--- src/rtl/shift_issue_ctrl_pkg.sv ---
// Shared constants and types for the shift issue/collect stage and its shifter.
package shift_issue_ctrl_pkg;

  localparam int WIDTH      = 32;
  localparam int SHW        = 5;
  localparam int SHIFT_LAT  = 5;
  localparam int FIFO_DEPTH = 8;
  localparam int TAG_W      = 4;
  localparam int CRED_W     = $clog2(FIFO_DEPTH + 1);

  typedef enum logic [1:0] {
    OP_SRL = 2'b00,
    OP_ROR = 2'b01,
    OP_SLL = 2'b10,
    OP_ROL = 2'b11
  } op_e;

  // One shadow-pipe slot: tracks an op travelling through the shifter.
  typedef struct packed {
    logic             valid;
    logic             rev;
    logic [TAG_W-1:0] tag;
  } shadow_t;

endpackage

--- src/rtl/shift_issue_ctrl_chk.sv ---
// Simulation-only invariants of the issue stage: the result FIFO is never
// written while full, and the credit counter stays within its range.
module shift_issue_ctrl_chk
  import shift_issue_ctrl_pkg::*;
(
  input logic              clk,
  input logic              rst,
  input logic              wr_en,
  input logic              full,
  input logic [CRED_W-1:0] credits
);

  a_no_overflow: assert property (@(posedge clk) disable iff (rst) !(wr_en && full));

  a_credit_range: assert property (@(posedge clk) disable iff (rst)
                                   credits <= CRED_W'(FIFO_DEPTH));

endmodule

--- src/rtl/shift_issue_ctrl_fifo.sv ---
// In-order result FIFO, not fall-through: a written entry is visible the cycle
// after the write. DEPTH must be a power of two so the pointers wrap naturally.
module sync_fifo #(
  parameter int W     = 36,
  parameter int DEPTH = 8
) (
  input  logic         clk,
  input  logic         rst,
  input  logic         wr_en,
  input  logic [W-1:0] wr_data,
  output logic         full,
  input  logic         rd_en,
  output logic [W-1:0] rd_data,
  output logic         rd_valid
);

  localparam int AW = $clog2(DEPTH);
  localparam logic [AW:0]   CNT_FULL = (AW + 1)'(DEPTH);
  localparam logic [AW:0]   CNT_ONE  = (AW + 1)'(1);
  localparam logic [AW:0]   CNT_ZERO = (AW + 1)'(0);
  localparam logic [AW-1:0] PTR_ONE  = AW'(1);

  logic [W-1:0]  mem_r [DEPTH];
  logic [AW-1:0] wr_ptr_r, rd_ptr_r;
  logic [AW:0]   count_r, count_nxt_s;
  logic          full_r, valid_r;
  logic          do_wr_s, do_rd_s;

  assign do_wr_s = wr_en & ~full_r;
  assign do_rd_s = rd_en & valid_r;

  // Occupancy after this cycle's write and read.
  always_comb begin
    count_nxt_s = count_r;
    if (do_wr_s && !do_rd_s) begin
      count_nxt_s = count_r + CNT_ONE;
    end else if (do_rd_s && !do_wr_s) begin
      count_nxt_s = count_r - CNT_ONE;
    end else begin
      count_nxt_s = count_r;
    end
  end

  // Pointers, occupancy and registered full/valid flags.
  always_ff @(posedge clk) begin
    if (rst) begin
      wr_ptr_r <= {AW{1'b0}};
      rd_ptr_r <= {AW{1'b0}};
      count_r  <= CNT_ZERO;
      full_r   <= 1'b0;
      valid_r  <= 1'b0;
    end else begin
      if (do_wr_s) begin
        wr_ptr_r <= wr_ptr_r + PTR_ONE;
      end
      if (do_rd_s) begin
        rd_ptr_r <= rd_ptr_r + PTR_ONE;
      end
      count_r <= count_nxt_s;
      full_r  <= (count_nxt_s == CNT_FULL);
      valid_r <= (count_nxt_s != CNT_ZERO);
    end
  end

  // Storage array; contents need no reset because valid_r gates them.
  always_ff @(posedge clk) begin
    if (do_wr_s) begin
      mem_r[wr_ptr_r] <= wr_data;
    end
  end

  assign rd_data  = mem_r[rd_ptr_r];
  assign rd_valid = valid_r;
  assign full     = full_r;

endmodule

--- src/rtl/shift_issue_ctrl.sv ---
// Issue/collect stage around the pipelined shifter. Left ops are done as right
// ops on a bit-reversed operand, reversed back on capture. A shadow pipe
// follows each op through the shifter; credits keep the result FIFO from
// overflowing because the shifter can never stall.
module shift_issue_ctrl
  import shift_issue_ctrl_pkg::*;
(
  input  logic             clk,
  input  logic             rst,
  input  logic             req_valid,
  output logic             req_ready,
  input  logic [WIDTH-1:0] req_data,
  input  logic [SHW-1:0]   req_amt,
  input  logic [1:0]       req_op,
  input  logic [TAG_W-1:0] req_tag,
  output logic [WIDTH-1:0] sh_a,
  output logic [SHW-1:0]   sh_sel,
  output logic             sh_rotate,
  input  logic [WIDTH-1:0] sh_b,
  output logic             rsp_valid,
  input  logic             rsp_ready,
  output logic [WIDTH-1:0] rsp_data,
  output logic [TAG_W-1:0] rsp_tag,
  output logic             busy
);

  localparam int FW = WIDTH + TAG_W;
  localparam logic [CRED_W-1:0] CRED_MAX = CRED_W'(FIFO_DEPTH);
  localparam logic [CRED_W-1:0] CRED_ONE = CRED_W'(1);
  localparam logic [CRED_W-1:0] CRED_NIL = CRED_W'(0);
  localparam shadow_t SHADOW_IDLE = '{valid: 1'b0, rev: 1'b0, tag: {TAG_W{1'b0}}};

  logic [CRED_W-1:0]     credits_r, credits_nxt_s;
  logic                  ready_r, busy_r;
  logic                  fire_s, pop_s;
  logic [WIDTH-1:0]      issue_a_s;
  logic [WIDTH-1:0]      sh_a_r;
  logic [SHW-1:0]        sh_sel_r;
  logic                  sh_rotate_r;
  shadow_t               shadow_in_s;
  shadow_t [SHIFT_LAT:0] shadow_r;
  shadow_t               shadow_last_s;
  logic                  wr_en_s;
  logic [WIDTH-1:0]      cap_data_s;
  logic [FW-1:0]         wr_data_s, rd_data_s;
  logic                  fifo_full_s, rd_valid_s;

  // Mirror-image of a word: bit i moves to bit WIDTH-1-i.
  function automatic logic [WIDTH-1:0] bitrev(input logic [WIDTH-1:0] x);
    logic [WIDTH-1:0] r;
    for (int i = 0; i < WIDTH; i++) begin
      r[i] = x[WIDTH-1-i];
    end
    return r;
  endfunction

  assign fire_s = req_valid & ready_r;
  assign pop_s  = rd_valid_s & rsp_ready;

  // Credit count after this cycle's accept and pop; both together cancel.
  always_comb begin
    credits_nxt_s = credits_r;
    if (fire_s && !pop_s) begin
      credits_nxt_s = credits_r - CRED_ONE;
    end else if (pop_s && !fire_s) begin
      credits_nxt_s = credits_r + CRED_ONE;
    end else begin
      credits_nxt_s = credits_r;
    end
  end

  // Credit counter with registered ready/busy flags derived from it.
  always_ff @(posedge clk) begin
    if (rst) begin
      credits_r <= CRED_MAX;
      ready_r   <= 1'b1;
      busy_r    <= 1'b0;
    end else begin
      credits_r <= credits_nxt_s;
      ready_r   <= (credits_nxt_s != CRED_NIL);
      busy_r    <= (credits_nxt_s != CRED_MAX);
    end
  end

  // Left ops enter the shifter bit-reversed.
  always_comb begin
    issue_a_s = req_data;
    if (req_op[1]) begin
      issue_a_s = bitrev(req_data);
    end else begin
      issue_a_s = req_data;
    end
  end

  // Issue register feeding the shifter; holds its value when nothing fires.
  always_ff @(posedge clk) begin
    if (rst) begin
      sh_a_r      <= {WIDTH{1'b0}};
      sh_sel_r    <= {SHW{1'b0}};
      sh_rotate_r <= 1'b0;
    end else if (fire_s) begin
      sh_a_r      <= issue_a_s;
      sh_sel_r    <= req_amt;
      sh_rotate_r <= req_op[0];
    end
  end

  assign shadow_in_s = '{valid: fire_s, rev: req_op[1], tag: req_tag};

  // Shadow pipe: one slot per cycle of shifter latency plus the issue register.
  always_ff @(posedge clk) begin
    if (rst) begin
      shadow_r <= {(SHIFT_LAT + 1){SHADOW_IDLE}};
    end else begin
      shadow_r <= {shadow_r[SHIFT_LAT-1:0], shadow_in_s};
    end
  end

  assign shadow_last_s = shadow_r[SHIFT_LAT];
  assign wr_en_s       = shadow_last_s.valid;

  // Undo the operand reversal for left ops as the result is captured.
  always_comb begin
    cap_data_s = sh_b;
    if (shadow_last_s.rev) begin
      cap_data_s = bitrev(sh_b);
    end else begin
      cap_data_s = sh_b;
    end
  end

  assign wr_data_s = {shadow_last_s.tag, cap_data_s};

  sync_fifo #(
    .W     (FW),
    .DEPTH (FIFO_DEPTH)
  ) u_fifo (
    .clk      (clk),
    .rst      (rst),
    .wr_en    (wr_en_s),
    .wr_data  (wr_data_s),
    .full     (fifo_full_s),
    .rd_en    (rsp_ready),
    .rd_data  (rd_data_s),
    .rd_valid (rd_valid_s)
  );

  shift_issue_ctrl_chk u_chk (
    .clk     (clk),
    .rst     (rst),
    .wr_en   (wr_en_s),
    .full    (fifo_full_s),
    .credits (credits_r)
  );

  assign req_ready = ready_r;
  assign busy      = busy_r;
  assign sh_a      = sh_a_r;
  assign sh_sel    = sh_sel_r;
  assign sh_rotate = sh_rotate_r;
  assign rsp_valid = rd_valid_s;
  assign rsp_data  = rd_data_s[WIDTH-1:0];
  assign rsp_tag   = rd_data_s[FW-1 -: TAG_W];

endmodule

--- config.mk ---
export PLATFORM = sky130hd
export DESIGN_NAME = shift_issue_ctrl
export DESIGN_NICKNAME = d
export VERILOG_FILES = /design/src/rtl/shift_issue_ctrl_pkg.sv /design/src/rtl/shift_issue_ctrl_chk.sv /design/src/rtl/shift_issue_ctrl_fifo.sv /design/src/rtl/shift_issue_ctrl.sv
export SDC_FILE = /design/constraint.sdc
export NUM_CORES = 1
export LEC_CHECK = 0
export BUFFER_PORTS_ARGS = -buffer_cell sky130_fd_sc_hd__buf_2
export CAP_MARGIN = 20
export CELL_PAD_IN_SITES_DETAIL_PLACEMENT = 2
export CELL_PAD_IN_SITES_GLOBAL_PLACEMENT = 2
export CORE_MARGIN = 2
export CORE_UTILIZATION = 40
export DETAILED_ROUTE_END_ITERATION = 8
export GPL_TIMING_DRIVEN = 0
export PLACE_DENSITY = 0.84
export SYNTH_ARGS = -nofsm -noshare
export SYNTH_HDL_FRONTEND = slang
export SYNTH_SLANG_ARGS = --single-unit
--- constraint.sdc ---
create_clock -name clk -period 4.4 [get_ports clk]
set_input_delay 0 -clock clk [delete_from_list [all_inputs] [get_ports clk]]
set_output_delay 0 -clock clk [all_outputs]
set_load 0.01 [all_outputs]
Word level (Yosys, flattened, before mapping)
Memory sizes are Yosys's and may differ from the RTL's. A register that Yosys moved wholly into a read port is not among the register bits. Index checks and enable logic that the tools add are counted.

$add $sub $neg: 6. Eq/ne operators: 2. Mux-type cells: 10. Bitwise gates (word level): 4. Reductions and logical operators: 9.

Operators by type and width (count): $mux W32 (2); $mux W4 (4); $add A4 B1 Y4 const B (2); $reduce_bool A4 Y1 (2); $sub A4 B1 Y4 const B (2); $add A3 B1 Y3 const B (2); $mux W3 (2); $eq A4 B4 Y1 const B (1); $logic_and A1 B1 Y1 (4); $ne A4 B4 Y1 const B (1); $and A1 B1 Y1 (3); $logic_not A1 Y1 (3); $mux W1 (2); $not A1 Y1 (1).

Flip-flop bits (word level): 92. RAM bits: 288. Bits of input ports: 79. Output and inout port bits: 77. Memories kept: 1.

Memory list: u_fifo.mem_r (depth 8, bits a word 36, rd ports 1, clocked after Yosys merged registers in 1, wr ports 1, RTL line shift_issue_ctrl_fifo.sv:23) `logic [W-1:0] mem_r [DEPTH];`.

Longest topological paths before layout
Gate-level depths: netlist of run 1.

Depth in word-level cells: 7. Mapped depth: 6. Gate-level depth less buffers: 6.

Hierarchy
From an unflattened synthesis of run 1, not the netlist that was laid out.

Cells, all modules: 817. Area, all modules: 15180.8 um2.

By module, submodules not included: sync_fifo (instances 1, cells each 498, area each 11892.7 um2, sequential area each 8948.6 um2); shift_issue_ctrl (instances 1, cells each 319, area each 3288.2 um2, sequential area each 1601.5 um2).

Worst setup path after synthesis of run 1
Ideal clock, no wire load.

Path kind: register -> register. Start point: reg u_fifo.full_r, in the netlist u_fifo.full. End point: mem u_fifo.mem_r[0][0], enable pin. Setup time: 519 ps. Arrival: 4042 ps. Required time: 3881 ps. Slack: -161 ps. Cell stages (with the launch flop): 4. Path through: dfxtp_1 -> nand2b_1 -> buf_2 -> nor4_1.

Word-level cells in the longest chain between the ends: 4.

RTL lines: from (decl) (RTL line shift_issue_ctrl_fifo.sv:26) `logic full_r, valid_r;`; from (signal assigned) (RTL line shift_issue_ctrl_fifo.sv:60) `full_r <= (count_nxt_s == CNT_FULL);`; $not A1 Y1 (RTL line shift_issue_ctrl_fifo.sv:29) `assign do_wr_s = wr_en & ~full_r;`; $and A1 B1 Y1 (RTL line shift_issue_ctrl_fifo.sv:29); $mux W1 (RTL line shift_issue_ctrl_fifo.sv:67) `if (do_wr_s) begin`; $mux W1 (implied by the code) (RTL line shift_issue_ctrl_fifo.sv:68) `mem_r[wr_ptr_r] <= wr_data;`; to (decl) (RTL line shift_issue_ctrl_fifo.sv:23).

Every way passes these cells.

Worst setup path in the final report of run 1
Start point: reg shadow_r, in the netlist shadow_last_s[4]. End point: mem u_fifo.mem_r[2][22] (data pin).

Word-level cells in the longest chain between the ends: 1.

RTL lines: from (decl) (RTL line shift_issue_ctrl.sv:41) `shadow_t [SHIFT_LAT:0] shadow_r;`; from (signal assigned) (RTL line shift_issue_ctrl.sv:113) `shadow_r <= {(SHIFT_LAT + 1){SHADOW_IDLE}};`; from (signal assigned) (RTL line shift_issue_ctrl.sv:115) `shadow_r <= {shadow_r[SHIFT_LAT-1:0], shadow_in_s};`; $mux W32 (RTL line shift_issue_ctrl.sv:125) `if (shadow_last_s.rev) begin`; via cap_data_s[22] (RTL line shift_issue_ctrl.sv:44) `logic [WIDTH-1:0] cap_data_s;`.

The timed path passes the listed nets, and every way through them passes these cells.

==> metrics.md, run 1 <==
| Metric | Value |
|---|---|
| Prevailing post-synth register cell | edfxtp_1 |
| Io pins | 156 |
| Total negative setup slack | 0 ps |
| Synth cell count leaders | edfxtp_1 (288), dfxtp_1 (95), mux2_2 (68) |
| Nets | 1,247 |
| 1st-iter DRT viols | 785 |
| Critical path's slowest cell | dlygate4sd3_1 |
| Max rail drop VDD | 0.239 mV |
| Post-synthesis mux area share | 19.3% |
| Worst Tran Pin Value | 1160 ps |
| Adder-Cell Fraction of Synth Area | 0.564% |
| Diode count | 0 |
| Worst reg2reg path depth | 4 |
| Final setup vio count | 0 |
| Synth Cell Area | around 15,000 sq um |
| HPWL Detailed | 28,400 um |
| Die area | 39,300 sq um |
| Worst path cell trace | clkbuf_1, buf_1, mux2_2, dlygate4sd3_1 |
| Syn Inst Count | 835 |
| Main combinational cell family by area after synthesis | multiplexers |
| Most common cell in the netlist | edfxtp_1 |
| Max-cap violations | 0 |
| Lkg Pwr | 6.82 nW |
| DRC Markers | 0 |
| Clk buf depth | 3 |
| Post-route ant nets | 0 |
| Wire per inst | 30.3 um |
| Period utilization | 65.4% |
| Fmax achieved | 348 MHz |
| Sequential-to-total area share from yosys stat | 70.0% |
| Synth cell types | between 40 and 50 |
| Synth top area share | 57.4% |
| Clock slew at reported path FFs | 60 ps |
| Status | finished clean |
| Clock sink count | about 380 |
| Die Wd | between 150 and 200 um |
| Global-route wire length before repair | 74,100 um |
| Share of cells above drive strength 1 | 30.2% |
| Avg Inst Size Synth | 18.1 sq um |
| Max stage delay on crit path | approximately 730 ps |
| FF-to-FF End | u_fifo.mem_r[2][22] |
| DR pass1 iterations | 5 |
| Core box area | 37,400 sq um |
| Number of port buffers | 153 |
| Clk_lat worst skew | 560 ps |
| Syn nets | a little over 900 |
| Critical path data required time | 4630 ps |
| Post-Synth XOR/XNOR Area | 0.349% |
| Crit path time final | 2880 ps |
| Hold depth | 5 |
| Pwr dens | 460 nW/um^2 |
| Skew final | 43.1 ps |
| Rel. slew slack | 22.5% |
| Flops & latches, synth | 383 |
| Crit Path Category | flip-flop to flip-flop |
| Post-synth ARST share | 0% |
| Final Hold Vio Count | 0 |
| Clock Tree Root | clkbuf_16 |
| Worst path arrival time | a little over 3000 ps |
| Synth warnings | 0 |
| RSZ-0062 raised after global routing | false |
| Hold Startpoint | rsp_ready |
| Remaining Overflow, GRT | 0 |
| CP Launch Type | flip-flop |
| Reg-to-Reg Start | shadow_last_s[4] |
| DP Cell Count | 1,521 |
| CTS tree | yes |
| Vias in the first global route | 10.5k |
| Cell taking the most area after synthesis | edfxtp_1 |
| GP Congestion | approximately 0.74 |
| Initial antenna violation count | 3 |
| Die H | about 200 um |
| Pin count of the biggest net entering global routing | 26 |
| Final count of pins violating max slew | 0 |
| Hold EP | u_fifo.count_r[2] |
| CTS Buf Count | 42 |
| Initial Utilization | 40.3% |
| Synth-to-layout area growth | 27.5% |
| Layout Cells excl Fill | around 1.7k |
| Crit-path max FO | 10 |
| Fraction of the mapped netlist area in compound gates | 2.82% |
| Post-synthesis simple-gate area fraction | 4.96% |
| R2r setup slk | 1520 ps |
| Number of synthesized flops with an enable pin | 288 |
| Avg Vias per Cell | 5.54 |
| Total number of vias | 9,432 |
| Area contributors post-synth | edfxtp_1 (57%), dfxtp_1 (13%), mux4_1 (9.2%) |
| # H-tree levels | 2 |
| Post-CTS Resized | 0 |
| Final WL | 51,500 um |
| Total GRT Usage | 26.6% |
| CP endpoint kind | flip-flop |
| FP Rows | just over 70 |
| Min-delay worst type | input pin to flip-flop |
-- where the power goes --
part	internal, mW	switching, mW	leakage, nW	total (mW)
registers	3.97	0.0731	3.39	4.04
clock network	1.95	1.56	0.631	3.51
logic	0.609	0.679	2.81	1.29
total	6.53	2.31	6.82	8.84
-- layout make-up --
| class | count | area [sq um] |
|---|---|---|
| Fill cell | 3367 | 18200 |
| Sequential cell | 383 | 10600 |
| Multi-Input combinational cell | 394 | 4280 |
| Timing Repair Buffer | 283 | 2140 |
| Clock buffer | 49 | 1090 |
| Tap cell | 511 | 639 |
| Buffer | 51 | 282 |
| Clock inverter | 23 | 221 |
| Inverter | 7 | 26.3 |
-- cell usage in the layout, fill, tap and decap left out, types with 12 or more instances in the layout --
| cell type | n |
|---|---|
| nand2_1 | 25 |
| dlygate4sd3_1 | 108 |
| mux2_2 | 68 |
| buf_2 | 170 |
| mux4_2 | 19 |
| nor2_1 | 43 |
| edfxtp_1 | 288 |
| mux2i_1 | 32 |
| a211oi_1 | 33 |
| a21oi_1 | 12 |
| dfxtp_1 | 95 |
| buf_6 | 27 |
| clkbuf_16 | 42 |
| clkbuf_1 | 21 |
| mux4_1 | 53 |
| nor2b_1 | 36 |
-- what timing repair did --
item	in CTS	in global routing
setup buffers	0	0
endpoints found under the hold margin	284	0
hold buffers	108	0
-- worst max-delay path, delay by kind of cell, from the launching register on --
| family | cells | cell delay [ps] |
|---|---|---|
| buffers and inverters | 3 | 1850 |
| muxes | 1 | 410 |
| DFF | 1 | 310 |
-- per-stage QoR --
stage	cell area (sq um)	hold slack (ps)	util [%]	setup WS (ps)	total power [mW]
global route	19200	83.0	51.4	1450	9.12
detailed placement	16800	224	45.0	1620	5.27
global placement	16500	214	44.1	-1840	5.21
floorplan	15100	128	-	719	4.86
CTS	19200	16.4	51.4	1570	8.73
finish	19200	20.4	51.4	1520	8.84
-- sequential cells by signal (all words and copies together), names as in the netlist, 3 cells and up, named ones only --
name / count
u_fifo.rd_ptr_r: 3
shadow_r: 30
u_fifo.count_r: 4
u_fifo.mem_r: 288
sh_sel: 5
credits_r: 4
u_fifo.wr_ptr_r: 3
shadow_last_s: 5
sh_a: 32
-- routing by layer --
metal  vias up  track usage, %  routed length, um
met1      4927            33.5              20500
met5         -               0                 30
met4         4            6.77               1130
met2       448            46.8              26400
li1       3980               -                  -
met3        73            5.28               3480
-- worst max path at each step --
stage                           to  slack (ps)              from
2_1_floorplan   u_fifo.mem_r[4][0]         720           wr_en_s
3_3_place_gp   u_fifo.mem_r[2][17]       -1840       u_fifo.full
3_5_place_dp   u_fifo.mem_r[4][17]        1620           wr_en_s
4_1_cts        u_fifo.mem_r[3][29]        1570  shadow_last_s[4]
5_1_grt        u_fifo.mem_r[2][22]        1450  shadow_last_s[4]
6_report       u_fifo.mem_r[2][22]        1520  shadow_last_s[4]
-- logic make-up (layout without fill, tap and decap cells) --
kind of cell    count (synthesis)  in the layout
mux                           172            172
fa+ha+maj                       7              7
simple gates                  149            149
xor+xnor                        6              6
flops                         383            383
buf+inv                        58            413
compound gates                 60             60
Note: power is estimated with default switching activity, not from simulation.
==> run 2: changes to the inputs <==
ABC_AREA = 1   (was unset)
CORE_UTILIZATION = 38   (was 40)
PLACE_DENSITY = 0.86   (was 0.84)
clock period = 3 ns   (was 4.4 ns; I/O delays follow)
==> metrics.md, run 2 <==
| Metric | Value |
|---|---|
| Synth warnings | 0 |
| Lkg Pwr | 7.39 nW |
| Remaining Overflow, GRT | 0 |
| Internal | 9.69 mW |
| Placed cell areas | between 15,000 and 20,000 sq um |
| Io pins | 156 |
| Adder-Cell Fraction of Synth Area | 0.490% |
| Final instance area | 19,000 sq um |
| Worst path arrival time | 2860 ps |
| Crit Path Category | flip-flop to output port |
| Sequential-to-total area share from yosys stat | 68.9% |
| Clock sink count | 383 |
| Largest Register | u_fifo.mem_r |
| Clk buf depth | 3 |
| Final WL | 63,300 um |
| Number of port buffers | 153 |
| Pwr dens | 748 nW/um^2 |
| Total GRT Usage | 30.5% |
| Area contributors post-synth | edfxtp_1 (56%), dfxtp_1 (12%), nor2_1 (6.5%) |
| CP endpoint kind | output port |
| Flops & latches, synth | 383 |
| CTS Buf Count | 43 |
| Global-route wire length before repair | about 94,000 um |
| Prevailing post-synth register cell | edfxtp_1 |
| Initial Utilization | 38.5% |
| Avg Inst Size Synth | 10.6 sq um |
| Final Hold Vio Count | 0 |
| Dpl ws | 745 ps |
| Clock slew at reported path FFs | ~60 ps |
| Top Usage Layer GRT | met2 |
| Cts-stage hold buffer count | 67 |
| Flop pwr share | 41.9% |
| Most common cell in the netlist | edfxtp_1 |
| Post-synthesis mux area share | 0% |
| FP Rows | 73 |
| Avg Vias per Cell | approximately 5.6 |
| Post-synth ARST share | 0% |
| Status | finished clean |
| Fmax achieved | 350 MHz |
| Synth cell types | 28 |
| CP Launch Type | flip-flop |
| FILL cells | around 4k |
| Total negative setup slack | 0 ps |
| Die Wd | 205 um |
| Crit path time final | 2860 ps |
| Synth cell count leaders | edfxtp_1 (288), nor2_1 (266), nand2_1 (234) |
| GP Congestion | 0.818 |
| Pin count of the biggest net entering global routing | 25 |
| Reg area | 10,600 sq um |
| Part of the power in the clock network | 36.5% |
| Share of cells above drive strength 1 | 16.3% |
| Met2 Use GR | 57.5% |
| Total number of vias | 12.7k |
| Post-route ant nets | 0 |
| Syn Inst Count | around 1.4k |
| RSZ-0062 raised after global routing | false |
| Crit-path max FO | 10 |
| Synth-to-layout area growth | 24.3% |
| CTS tree | yes |
| Min-delay worst type | input pin to flip-flop |
| Fraction of the mapped netlist area in compound gates | 10.7% |
| Rel. slew slack | 19.8% |
| Final count of pins violating max slew | 0 |
| Synth Cell Area | 15,300 sq um |
| Post-Synth XOR/XNOR Area | less than 1% |
| Logic pwr share | 21.6% |
| Vias in the first global route | 14.7k |
| Post-synthesis simple-gate area fraction | 14.2% |
| Sw power | approximately 4.6 mW |
| Cell taking the most area after synthesis | edfxtp_1 |
| Met1 Usage GRT | 33.2% |
| Total chip power | ~14 mW |
| Number of flip-flops in the largest register | 288 |
| # H-tree levels | 2 |
| Met3 usage | a little under 5% |
| Hold_ws | ~9.1 ps |
| Initial antenna violation count | 3 |
| Die area | 41,900 sq um |
| Post-CTS Resized | 0 |
| DR pass1 iterations | 5 |
| Number of synthesized flops with an enable pin | 288 |
| HPWL Detailed | around 37,000 um |
| Main combinational cell family by area after synthesis | simple AND/OR/NAND/NOR gates |
| Nets | 1,805 |
| Switching share of power | 32.0% |
| 1st-iter DRT viols | roughly 880 |
| Commonest non-fill, non-tap cell in the layout | edfxtp_1 |
| Syn nets | 1,527 |
| Max rail drop VDD | 0.435 mV |
| Wire per inst | approximately 28 um |
| Skew final | 34.8 ps |
| Core box area | 39,700 sq um |
| Most frequent cells in the layout | edfxtp_1 (288), nor2_1 (258), nand2_1 (234) |
| Critical path data required time | 3000 ps |
| Worst Tran Pin Value | 1190 ps |
| Clk_lat worst skew | between 500 and 600 ps |
| Post-CTS setup buffers | 0 |
| Die H | 205 um |
| Period utilization | between 90% and 100% |
| Max-cap violations | 0 |
| DRC Markers | 0 |
| Final WS setup | 144 ps |
| Synth top area share | 56.5% |
| Clock Tree Root | clkbuf_16 |
| Final setup vio count | 0 |
| Multi-input gate area | 3950 sq um |
-- run 2: cell count changes after synthesis, moves of 30 or more --
cell	change
o21ai_1	+37
inv_1	+99
nand2_1	+209
nor2_1	+220
nor2b_1	-36
mux2_2	-68
mux4_1	-53
a31oi_1	+36
a211oi_1	-33
o21ai_0	+129
a21oi_1	+49
mux2i_1	-32
o211ai_1	+30
nand3_1	+42
-- run 2: final timing paths --
kind                                  startpoint             endpoint  slack, ps  depth (start not counted)
worst max-delay path                   flip-flop          rsp_data[0]        140                          6
worst min-delay path                    sh_b[13]  u_fifo.mem_r[6][13]          9                          3
worst min register to register       shadow_r[6]         shadow_r[12]        410                          2
worst max register to register  shadow_last_s[4]  u_fifo.mem_r[5][16]        570                          4
-- run 2: area by class of cell --
type	instances	area share, %
antenna	3	0.0394
buffer	84	2.34
clock buffer	59	6.40
clock inverter	20	0.638
inverter	112	2.24
multi-input combinational	863	20.8
sequential	383	55.4
tap	525	3.45
timing repair buffer	233	8.69
-- run 2: metal layers --
metal  share of wire (%)  up-vias
met5                   0        -
li1                    -     5486
met3                 5.5      177
met1                  36     6522
met2                  53      531
met4                 4.9        0
-- run 2: stage by stage --
stage / util [%] / cells
floorplan: - / 1442
global placement: 42.1 / 2120
detailed placement: 42.7 / 2128
CTS: 47.8 / 2274
global route: 47.9 / 2282
finish: 47.9 / 2282
-- run 2: kinds of logic (layout without fill, tap and decap cells) --
logic type | count (synthesis) | after routing
simple gates | 555 | 555
buf+inv | 196 | 508
fa+ha+maj | 6 | 6
flops | 383 | 383
compound gates | 301 | 301
other cells | 0 | 3
xor+xnor | 1 | 1
-- run 2: critical path, stage by stage (launching register included) --
cell and delay [ps]:
dfxtp_1 320, buf_6 160, inv_6 130, clkbuf_1 670, o21ai_1 210, a31oi_1 560
buf_2 260
-- run 2: power groups by stage --
stage          logic, mW  registers (mW)  clock network (mW)
6_report            3.08            5.97                5.20
5_1_grt             3.31            5.97                5.41
3_3_place_gp        2.58            6.03                   0
4_1_cts             2.95            5.93                5.17
3_5_place_dp        2.81            6.04                   0
2_1_floorplan       1.57            6.05                   0
==> run 3: changes to the inputs <==
--- a/config.mk
+++ b/config.mk
@@ -8,2 +8,3 @@
 export ABC_AREA = 1
+export ABC_CLOCK_PERIOD_IN_PS = 3000
 export BUFFER_PORTS_ARGS = -buffer_cell sky130_fd_sc_hd__buf_2
==> constraint.sdc (replaced) <==
create_clock -name clk -period 3 [get_ports clk]
set_input_delay 0.3 -clock clk [delete_from_list [all_inputs] [get_ports clk]]
set_output_delay 0.3 -clock clk [all_outputs]
set_load 0.01 [all_outputs]
==> metrics.md, run 3 (synthesis results as in run 2) <==
| Metric | Value |
|---|---|
| FP Rows | 73 |
| Post-layout util | 46.3% |
| Reg-to-Reg Start | u_fifo.full |
| Worst path cell trace | buf_6, inv_6, clkbuf_1, o21ai_0, a31oi_1, buf_2 |
| Clk_lat worst skew | 560 ps |
| Crit Path Category | flip-flop to output port |
| Synth-to-layout area growth | 20.2% |
| CTS tree | yes |
| Final count of pins violating max slew | 0 |
| Total GRT Usage | 26.8% |
| Final WL | between 50,000 and 60,000 um |
| Worst path arrival time | 2620 ps |
| Global-route wire length before repair | 82,800 um |
| Dpl ws | just under 700 ps |
| Core box area | a little under 40,000 sq um |
| Io pins | 156 |
| HPWL Detailed | 37,400 um |
| Max rail drop VDD | 0.404 mV |
| Clock Tree Root | clkbuf_16 |
| Die Wd | roughly 200 um |
| Period utilization | 97.5% |
| Fmax achieved | 342 MHz |
| Clock sink count | 383 |
| Status | finished clean |
| Clk buf depth | 3 |
| Lkg Pwr | around 7 nW |
| Avg Vias per Cell | ~5.4 |
| Crit path time final | 2920 ps |
| Initial antenna violation count | 2 |
| Pin count of the biggest net entering global routing | 25 |
| Crit-path max FO | 18 |
| Critical path data required time | between 2000 and 3000 ps |
| Worst Tran Pin Value | between 1000 and 1500 ps |
| Final instance area | 18,400 sq um |
| Final Hold Vio Count | 0 |
| Die H | 205 um |
| DRC Markers | 0 |
| CP endpoint kind | output port |
| Number of flip-flops in the largest register | 288 |
| Number of port buffers | 153 |
| Wire per inst | ~25 um |
| Total number of vias | 12.0k |
| Clock slew at reported path FFs | 60 ps |
| DR pass1 iterations | 5 |
| CTS Buf Count | 43 |
| Critical path's slowest cell | clkbuf_1 |
| CP Launch Type | flip-flop |
| Largest Register | u_fifo.mem_r |
| Final setup vio count | 0 |
| 1st-iter DRT viols | about 760 |
| Max stage delay on crit path | 560 ps |
| RSZ-0062 raised after global routing | false |
| Top delay family on crit path | buffers and inverters |
| CP Buf/Inv Count | 4 |
| Max-cap violations | 0 |
| Placed cell areas | roughly 17,000 sq um |
| Hold Startpoint | req_amt[3] |
| Share of cells above drive strength 1 | 17.1% |
| Pwr dens | between 700 and 800 nW/um^2 |
| Vias in the first global route | 13.6k |
| Remaining Overflow, GRT | 0 |
| Die area | roughly 42,000 sq um |
| Nets | 1,742 |
| DP Cell Count | 2,128 |
| Commonest non-fill, non-tap cell in the layout | edfxtp_1 |
| Skew final | 21.5 ps |
| # H-tree levels | 2 |
| Final WS setup | 75.9 ps |
| GP Congestion | between 0.8 and 0.9 |
| Rel. slew slack | 18.7% |
| Layout Cells excl Fill | 2,217 |
| Post-route ant nets | 0 |
| Initial Utilization | 38.5% |
| Most frequent cells in the layout | edfxtp_1 (288), nor2_1 (258), nand2_1 (234) |
| Min-delay worst type | input pin to flip-flop |
| Hold_ws | 22.7 ps |
## run 3: area by class of cell
class                           instances  area, sq um
Clock buffer                           59         1220
Inverter                              112          429
Sequential cell                       383        10600
Timing Repair Buffer                  171         1030
Tap cell                              525          657
Buffer                                 83          443
Clock inverter                         20          121
Antenna cell                            1         2.50
Fill cell                            4181        21300
Multi-Input combinational cell        863         3950
## run 3: what timing repair did
| action | CTS | global route |
|---|---|---|
| endpoints found under the hold margin | 4 | 0 |
| buffers inserted | 0 | 0 |
| endpoints found under the setup margin | 0 | 3 |
| hold buffers | 4 | 0 |
| resized for setup | 0 | 4 |
## run 3: per-layer routing
metal,vias up,share of wire (%),global-route usage [%]
met1,6137,38,30.5
met4,2,3.3,9.63
li1,5347,-,-
met3,116,6.0,4.95
met5,-,0.025,0
met2,412,53,49.7
## run 3: path summary, 6_finish.rpt
path / end / slack [ps] / depth (start not counted)
hold / removal: sh_sel[3] / 20 / 3
setup / recovery: rsp_data[7] / 80 / 6
setup reg to reg: u_fifo.mem_r[1][31] / 710 / 6
hold reg to reg: shadow_r[23] / 400 / 2
## run 3: worst register-to-register path, delay by kind of cell (launching register included)
| family | cells | cell delay (ps) |
|---|---|---|
| and+or+nand+nor | 3 | 1090 |
| DFF | 1 | 340 |
| buffers and inverters | 3 | 540 |
## run 3: report_power, final
group	total, mW	internal (mW)	leakage, nW	switching (mW)
clock	5.11	2.92	0.651	2.19
sequential	5.93	5.83	3.38	0.101
combinational	2.85	0.859	3.13	1.99
total	13.9	9.62	7.16	4.28
## run 3: through the flow
step	power [mW]	TNS (ps)
finish	13.9	0
global route	14.4	0
CTS	14.0	0
detailed placement	8.85	0
global placement	8.61	-308090
floorplan	7.62	0
